## config.mk

```make
export PLATFORM = sky130hd
export DESIGN_NAME = gpio_debounce_flat
export DESIGN_NICKNAME = d
export VERILOG_FILES = /design/src/rtl/gpio_debounce_pkg.sv /design/src/rtl/gpio_debounce_if.sv /design/src/rtl/gpio_deb_cell.sv /design/src/rtl/gpio_debounce.sv /design/src/flat_wrapper.sv
export SDC_FILE = /design/constraint.sdc
export NUM_CORES = 1
export LEC_CHECK = 0
export ABC_AREA = 1
export BUFFER_PORTS_ARGS = -buffer_cell sky130_fd_sc_hd__buf_2
export CORE_ASPECT_RATIO = 1.2
export CORE_UTILIZATION = 45
export DETAILED_ROUTE_END_ITERATION = 8
export PLACE_DENSITY = 0.65
export SLEW_MARGIN = 25
export SYNTH_ARGS = -nofsm -noshare
export SYNTH_HDL_FRONTEND = slang
export SYNTH_SLANG_ARGS = --single-unit
```

## constraint.sdc

```tcl
create_clock -name clk_i -period 5.8 [get_ports clk_i]
set_clock_uncertainty 0.2 [all_clocks]
set_input_delay 0.58 -clock clk_i [delete_from_list [all_inputs] [get_ports clk_i]]
set_output_delay 0.58 -clock clk_i [all_outputs]
set_load 0.02 [all_outputs]
```

## src/rtl/gpio_debounce_pkg.sv

```systemverilog
// Shared register offsets, debounce defaults and a byte-lane mask helper for gpio_debounce.
// Imported by the top level and by the per-pin debounce cell.
package gpio_debounce_pkg;

    localparam logic [5:0] ADDR_FILT  = 6'h00;
    localparam logic [5:0] ADDR_PRESC = 6'h04;
    localparam logic [5:0] ADDR_IER   = 6'h08;
    localparam logic [5:0] ADDR_ISR   = 6'h0C;

    localparam int DEB_LEN_DEFAULT = 4;
    // Wide enough for the largest legal DEB_LEN of 15.
    localparam int CNT_W = 4;

    function automatic logic [31:0] be_mask(input logic [3:0] be);
        return {{8{be[3]}}, {8{be[2]}}, {8{be[1]}}, {8{be[0]}}};
    endfunction

endpackage

```

## src/rtl/gpio_debounce_if.sv

```systemverilog
// Register bus for gpio_debounce: write strobe, byte enables, address, write data and
// combinational read data. No handshake; a write lands on the clock edge it is presented.
interface gpio_debounce_if;
    logic        write_i;
    logic [3:0]  data_be_i;
    logic [5:0]  addr_i;
    logic [31:0] wdata_i;
    logic [31:0] rdata_o;

    modport slave  (input  write_i, data_be_i, addr_i, wdata_i, output rdata_o);
    modport master (output write_i, data_be_i, addr_i, wdata_i, input  rdata_o);
endinterface

```

## src/rtl/gpio_deb_cell.sv

```systemverilog
// One pin: two-flop synchronizer, tick-driven agreement counter and committed filt state.
// Commits DEB_LEN ticks after sync2 first disagrees; rise_o/fall_o pulse in the commit cycle.
module gpio_deb_cell
    import gpio_debounce_pkg::*;
#(
    parameter int DEB_LEN = DEB_LEN_DEFAULT
) (
    input  logic clk_i,
    input  logic rst_i,
    input  logic tick_i,
    input  logic pin_i,
    output logic filt_o,
    output logic rise_o,
    output logic fall_o
);

    logic             sync1_q, sync1_d;
    logic             sync2_q, sync2_d;
    logic             filt_q,  filt_d;
    logic [CNT_W-1:0] cnt_q,   cnt_d;

    always_comb begin
        sync1_d = pin_i;
        sync2_d = sync1_q;
        filt_d  = filt_q;
        cnt_d   = cnt_q;
        rise_o  = 1'b0;
        fall_o  = 1'b0;
        if (tick_i) begin
            if (sync2_q == filt_q) begin
                cnt_d = '0;
            end else if (cnt_q == CNT_W'(DEB_LEN - 1)) begin
                filt_d = sync2_q;
                cnt_d  = '0;
                rise_o = sync2_q;
                fall_o = ~sync2_q;
            end else begin
                cnt_d = cnt_q + CNT_W'(1);
            end
        end
    end

    always_ff @(posedge clk_i) begin
        if (rst_i) begin
            sync1_q <= 1'b0;
            sync2_q <= 1'b0;
            filt_q  <= 1'b0;
            cnt_q   <= '0;
        end else begin
            sync1_q <= sync1_d;
            sync2_q <= sync2_d;
            filt_q  <= filt_d;
            cnt_q   <= cnt_d;
        end
    end

    assign filt_o = filt_q;

endmodule

```

## src/rtl/gpio_debounce.sv

```systemverilog
// GPIO input debouncer with prescaled sampling ticks, register map and edge interrupts.
// Interrupt logic (IER/ISR/irq_o) exists only with GPIO_DEBOUNCE_IRQ_EN defined.
module gpio_debounce
    import gpio_debounce_pkg::*;
#(
    parameter int WIDTH   = 16,
    parameter int DEB_LEN = DEB_LEN_DEFAULT
) (
    input  logic              clk_i,
    input  logic              rst_i,
    gpio_debounce_if.slave    bus,
    input  logic [WIDTH-1:0]  pins_i,
    output logic [WIDTH-1:0]  pins_o,
    output logic              irq_o
);

    logic [15:0]      presc_q, presc_d;
    logic [15:0]      presc_cnt_q, presc_cnt_d;
    logic             tick;
    logic [WIDTH-1:0] rise_w, fall_w;
    logic [31:0]      lane_mask;
    logic [31:0]      rd_raw;

    assign lane_mask = be_mask(bus.data_be_i);
    // A PRESC write below the running count makes the very next cycle a tick.
    assign tick = (presc_cnt_q >= presc_q);

    always_comb begin
        presc_cnt_d = tick ? 16'd0 : presc_cnt_q + 16'd1;
        presc_d     = presc_q;
        if (bus.write_i && bus.addr_i == ADDR_PRESC)
            presc_d = (presc_q & ~lane_mask[15:0]) | (bus.wdata_i[15:0] & lane_mask[15:0]);
    end

    always_ff @(posedge clk_i) begin
        if (rst_i) begin
            presc_q     <= '0;
            presc_cnt_q <= '0;
        end else begin
            presc_q     <= presc_d;
            presc_cnt_q <= presc_cnt_d;
        end
    end

    for (genvar i = 0; i < WIDTH; i++) begin : g_cell
        gpio_deb_cell #(.DEB_LEN(DEB_LEN)) u_cell (
            .clk_i  (clk_i),
            .rst_i  (rst_i),
            .tick_i (tick),
            .pin_i  (pins_i[i]),
            .filt_o (pins_o[i]),
            .rise_o (rise_w[i]),
            .fall_o (fall_w[i])
        );
    end

`ifdef GPIO_DEBOUNCE_IRQ_EN
    logic [31:0] ier_q, ier_d;
    logic [31:0] isr_q, isr_d;
    logic [31:0] isr_clr;
    logic        irq_q, irq_d;

    always_comb begin
        ier_d   = ier_q;
        isr_clr = '0;
        if (bus.write_i && bus.addr_i == ADDR_IER)
            ier_d = (ier_q & ~lane_mask) | (bus.wdata_i & lane_mask);
        if (bus.write_i && bus.addr_i == ADDR_ISR)
            isr_clr = bus.wdata_i & lane_mask;
        // New edges win over a simultaneous W1C so no event is lost.
        isr_d = (isr_q & ~isr_clr) | {16'(fall_w), 16'(rise_w)};
        irq_d = |(isr_q & ier_q);
    end

    always_ff @(posedge clk_i) begin
        if (rst_i) begin
            ier_q <= '0;
            isr_q <= '0;
            irq_q <= 1'b0;
        end else begin
            ier_q <= ier_d;
            isr_q <= isr_d;
            irq_q <= irq_d;
        end
    end

    assign irq_o = irq_q;
`else
    logic unused_irq;
    assign unused_irq = ^{rise_w, fall_w, bus.wdata_i[31:16]};
    assign irq_o      = 1'b0;
`endif

    always_comb begin
        rd_raw = '0;
        case (bus.addr_i)
            ADDR_FILT:  rd_raw = 32'(pins_o);
            ADDR_PRESC: rd_raw = {16'h0000, presc_q};
`ifdef GPIO_DEBOUNCE_IRQ_EN
            ADDR_IER:   rd_raw = ier_q;
            ADDR_ISR:   rd_raw = isr_q;
`endif
            default:    rd_raw = '0;
        endcase
    end

    assign bus.rdata_o = rd_raw & lane_mask;

endmodule

```

## src/flat_wrapper.sv

```systemverilog
// flat-port wrapper written by rule: the top's interface ports become plain ports
module gpio_debounce_flat import gpio_debounce_pkg::*;
#(
    parameter int WIDTH   = 16,
    parameter int DEB_LEN = DEB_LEN_DEFAULT
)
  (clk_i, rst_i, pins_i, pins_o, irq_o, bus_write_i, bus_data_be_i, bus_addr_i, bus_wdata_i, bus_rdata_o);
  gpio_debounce_if bus_i ();
  input  logic clk_i;
  input  logic rst_i;
  input  logic [WIDTH-1:0] pins_i;
  output logic [WIDTH-1:0] pins_o;
  output logic irq_o;
  input wire logic [$bits(bus_i.write_i)-1:0] bus_write_i;
  input wire logic [$bits(bus_i.data_be_i)-1:0] bus_data_be_i;
  input wire logic [$bits(bus_i.addr_i)-1:0] bus_addr_i;
  input wire logic [$bits(bus_i.wdata_i)-1:0] bus_wdata_i;
  output wire logic [$bits(bus_i.rdata_o)-1:0] bus_rdata_o;
  assign bus_i.write_i = bus_write_i;
  assign bus_i.data_be_i = bus_data_be_i;
  assign bus_i.addr_i = bus_addr_i;
  assign bus_i.wdata_i = bus_wdata_i;
  assign bus_rdata_o = bus_i.rdata_o;
  gpio_debounce #(.WIDTH(WIDTH), .DEB_LEN(DEB_LEN)) u_core (.clk_i(clk_i), .rst_i(rst_i), .bus(bus_i), .pins_i(pins_i), .pins_o(pins_o), .irq_o(irq_o));
endmodule
```

# Word-level counts from Yosys, hierarchy flattened
# Index checks and enable logic that the tools add are counted.
dict set report totals {
  wordCells 190
  reg_bits 144
  memories 0
  rom_bits 0
  latch_bits 0
  ram_bits 0
}
dict set report op_classes {
  reduce_logical 19
  shift 0
  div 0
  bitwise_logic 21
  mul 0
  order_cmp 1
  muxes 33
  eq_ne 33
  add_sub_neg 17
}
# op count
set op_table {}
lappend op_table {{$mux W4} 32}
lappend op_table {{$add A4 B1 Y4 const B} 16}
lappend op_table {{$eq A4 B2 Y1 const B} 16}
lappend op_table {{$reduce_and A3 Y1} 16}
lappend op_table {{$and A16 B16 Y16} 2}
lappend op_table {{$and A16 B32 Y32} 1}
lappend op_table {{$pmux W16 S2} 1}
lappend op_table {{$add A16 B1 Y16 const B} 1}
lappend op_table {{$eq A1 B1 Y1} 16}
lappend op_table {{$ge A16 B16 Y1} 1}
lappend op_table {{$not A1 Y1} 16}
lappend op_table {{$not A16 Y16} 1}
lappend op_table {{$or A16 B16 Y16} 1}
lappend op_table {{$eq A6 B3 Y1 const B} 1}
lappend op_table {{$logic_not A6 Y1} 1}
lappend op_table {{$reduce_or A2 Y1} 1}
lappend op_table {{$logic_and A1 B1 Y1} 1}

# Logic depth before layout (Yosys ltp)
dict set report depth {
  word_depth 3
  depth_mapped 16
}

# Hierarchy
# From an unflattened synthesis, not the netlist that was laid out.
dict set report unflattened {
  cells_unflattened 1053
  area_unflattened_um2 7470.9
}
# mod seq_area_each_um2 n_inst cells_per_inst area_each_um2
set modules_own_cells {}
lappend modules_own_cells {gpio_deb_cell 140.1 16 46 331.6}
lappend modules_own_cells {gpio_debounce 640.6 1 317 2165.8}

# Worst setup path before layout
# No wires, ideal clock.
dict set report synth_timing {
  path_type {input port to output port}
  from {input bus_addr_i[1]}
  to {output bus_rdata_o[10]}
  path_stages 6
  setup_slack_ns 3.343
  n_path_buf 1
  t_arrival_ns 1.677
  path_cell_list {nor2_1 -> nand2_1 -> nor4_4 -> buf_2 -> nand2_1 -> a21oi_1}
}
dict set report synth_between {
  elab_chain_len 3
}
# element line_no
set synth_lines {}
lappend synth_lines {{start, declared} flat_wrapper.sv:16} ;# input wire logic [$bits(bus_i.addr_i)-1:0] bus_addr_i;
lappend synth_lines {{$eq A6 B3 Y1 / $logic_not A6 Y1 (equally long branches)} gpio_debounce.sv:96} ;# case (bus.addr_i)
lappend synth_lines {{$pmux W16 S2 *} gpio_debounce.sv:96}
lappend synth_lines {{$and A16 B32 Y32 *} gpio_debounce.sv:107} ;# assign bus.rdata_o = rd_raw & lane_mask;
lappend synth_lines {{end, declared} flat_wrapper.sv:18} ;# output wire logic [$bits(bus_i.rdata_o)-1:0] bus_rdata_o;
# Mark *: on every way between the ends. The rest lies on a longest branch, timed or not.

==> metrics <==
initial antenna violation count=0; Synth Area in Adders=5.69%; Cell Pwr Density=274 nW/µm²; slowest stage cell on the critical path=nand2_2; Post-Synthesis Cell Area=7260 µm²; Final Max Tran Viols=0; worst-path cell chain=inv_1, ha_1, nand2_1, nor3_1, nand2_2, nand2_2, buf_4, o21ai_0, nand2_1, nor2_1; status=completed; global-route wire length before repair=27.1 mm; vias in the first global route=5639; final antenna-violating net count=0; Max-Slew Margin vs Limit=44.6%; Ant. Diodes=0; register bit count reported by yosys=144; peak supply drop=0.177 mV; compound-cell area share of the yosys netlist=11.2%; clock latency at the later pin of the worst-skew pair=0.42 ns; DR WL/cell=12.5 µm; vias per inst=4.87; CP Data Required Time=5.92 ns; post-synthesis instance total=1016; Post-DP HPWL=10.6 mm; most frequent cells in the layout=nand2_1 (186), nor2_1 (146), dfxtp_1 (144), inv_1 (119), a21oi_1 (91); largest net degree at the start of global routing=67; Synth warnings=0; crit path time final=3.64 ns; largest family of logic cells by synthesized area=simple AND/OR/NAND/NOR gates; Least-Margin Pin Slew=0.828 ns; post-route cell area=8170 µm²; startpoint types=register; layout cells sized above 1=12.9%; setup TNS=0 ns; DRC=0; Port Buffers=74; Post-Synth XOR/XNOR Area=3.86%; hold_buf cts=0; unrepaired setup endpoints after global routing=false; CP max stage delay=0.85 ns; Crit. End Element=register; Hold Path Origin=pins_i[5]; Avg Inst Size Synth=7.15 µm²; Internal Pwr Total=1.73 mW; Hold WC Path Type=in2reg; Num CTS Buffers=17; CTS max path bufs=2; via count=6253; period utilisation layout=62.7%; # clock sinks=144; setup ws final=2.16 ns; multiplexer share of the synthesized area=0%; Nets=1156; achievable clock frequency=0.275 GHz; Placed Area=7560 µm²; Clk pwr share=49.9%; most common cell after layout, fill and taps aside=nand2_1; combinational share of power=4.6%; Die Y=141 µm; WP data arrival=3.76 ns; CTS Root Buffer Type=clkbuf_16; Flop pwr share=45.5%; critical path fanouts, max=44; routability congestion estimate=0.785; row count=50; Synth area leaders=dfxtp_1 (40%), nand2_1 (9.6%), nor2_1 (7.5%); share of Yosys cell area claimed by the top area cell type=39.7%; clk slew on worst S/H paths=0.06 ns; postcts setup bufs=0; die width=118 µm; filler instances=1593; die area=16700 µm²; cts repair resizes=0; Leakage=3.51 nW; core box area=15700 µm²; Synth cell types=29; WS Path Type=reg2reg; final hold violation count=0; GRT Util Overall=20.4%; Initial Util=46.2%; Final Setup Violations=0; dpl ws=2.21 ns; sequential-to-total area share from yosys stat=39.7%; DRT Wirelength=16.0 mm; Net Switching=0.511 mW; Pre-antenna DRT Iters=4; I/O pins=110; area grow syn2layout=12.5%; switching portion of total power=22.8%; CTS tree=built; Simple-Gate Fraction of Synth Area=27.2%; cell taking the most area after synthesis=dfxtp_1; htree depth=4; Max-cap violations=0; global route overflow=0; 1st-iter DRT viols=364
-- worst max-delay path: cells and delay by family (launching register included) --
kind	cells	cell delay, ns
AO/OA/AOI/OAI	1	0.15
adder cells (fa/ha/maj)	1	0.29
buffers and inverters	2	0.56
flip-flops	1	0.34
AND/OR/NAND/NOR	6	1.95
-- final timing paths --
path	end	slack, ns	cells past startpoint
min	u_core.g_cell[5].u_cell.sync1_q	0.15	3
max reg2reg	u_core.g_cell[15].u_cell.cnt_q[0]	2.16	10
max	u_core.g_cell[15].u_cell.cnt_q[0]	2.16	10
min reg2reg	u_core.g_cell[3].u_cell.sync2_q	0.20	2
-- metal layers --
layer | global-route usage (%) | vias up | part of all wire, %
met4 | 8.50 | 0 | 2.1
met2 | 35.0 | 109 | 48
met1 | 24.9 | 2829 | 47
met3 | 3.96 | 22 | 3.3
li1 | - | 3293 | -
met5 | 0 | - | 0
-- stage by stage --
stage	total power, mW	utilization [%]	std cells	hold WS [ns]
3_3_place_gp	1.14	48.1	1250	0.190
2_1_floorplan	1.12	-	1032	0.188
5_1_grt	2.32	52.0	1283	0.149
4_1_cts	2.26	52.0	1282	0.143
6_report	2.24	52.0	1283	0.153
3_5_place_dp	1.14	48.1	1250	0.193
-- power by group through the flow --
stage	clock (mW)	sequential, mW	combinational (mW)
6_report	1.11	1.02	0.104
5_1_grt	1.18	1.02	0.119
3_3_place_gp	0	1.04	0.103
2_1_floorplan	0	1.04	0.0834
3_5_place_dp	0	1.04	0.104
4_1_cts	1.14	1.02	0.105
-- cells by family (layout without fill, tap and decap cells) --
logic type / Yosys count / count (layout)
and+or+nand+nor: 461 / 461
buffers and inverters: 192 / 235
AOI/OAI and AO/OA: 153 / 153
DFF: 144 / 144
adders and majority gates: 33 / 33
xor gates and xnor gates: 32 / 32
other: 1 / 17
-- cell usage after synthesis, drive strengths merged --
master and number:
nand2 189, nor2 147, dfxtp 144, inv 122
a21oi 92, nand3 73, buf 53, o21ai 46
ha 33, nand4 20, xor2 20, or2 18
clkbuf 16, nor3 12, xnor2 12, a211oi 8
o21a 7, clkinv 1, conb 1, nor4 1
or3 1
-- cell type report --
type	instances	area [µm²]	area share (%)
Clock buffer	18	439	5.38
Inverter	123	462	5.65
Sequential cell	144	2880	35.3
Tap cell	208	260	3.19
Clock inverter	14	164	2.01
Timing Repair Buffer	80	415	5.08
Multi-Input combinational cell	696	3550	43.4
Note: power is estimated with default switching activity, not from simulation.
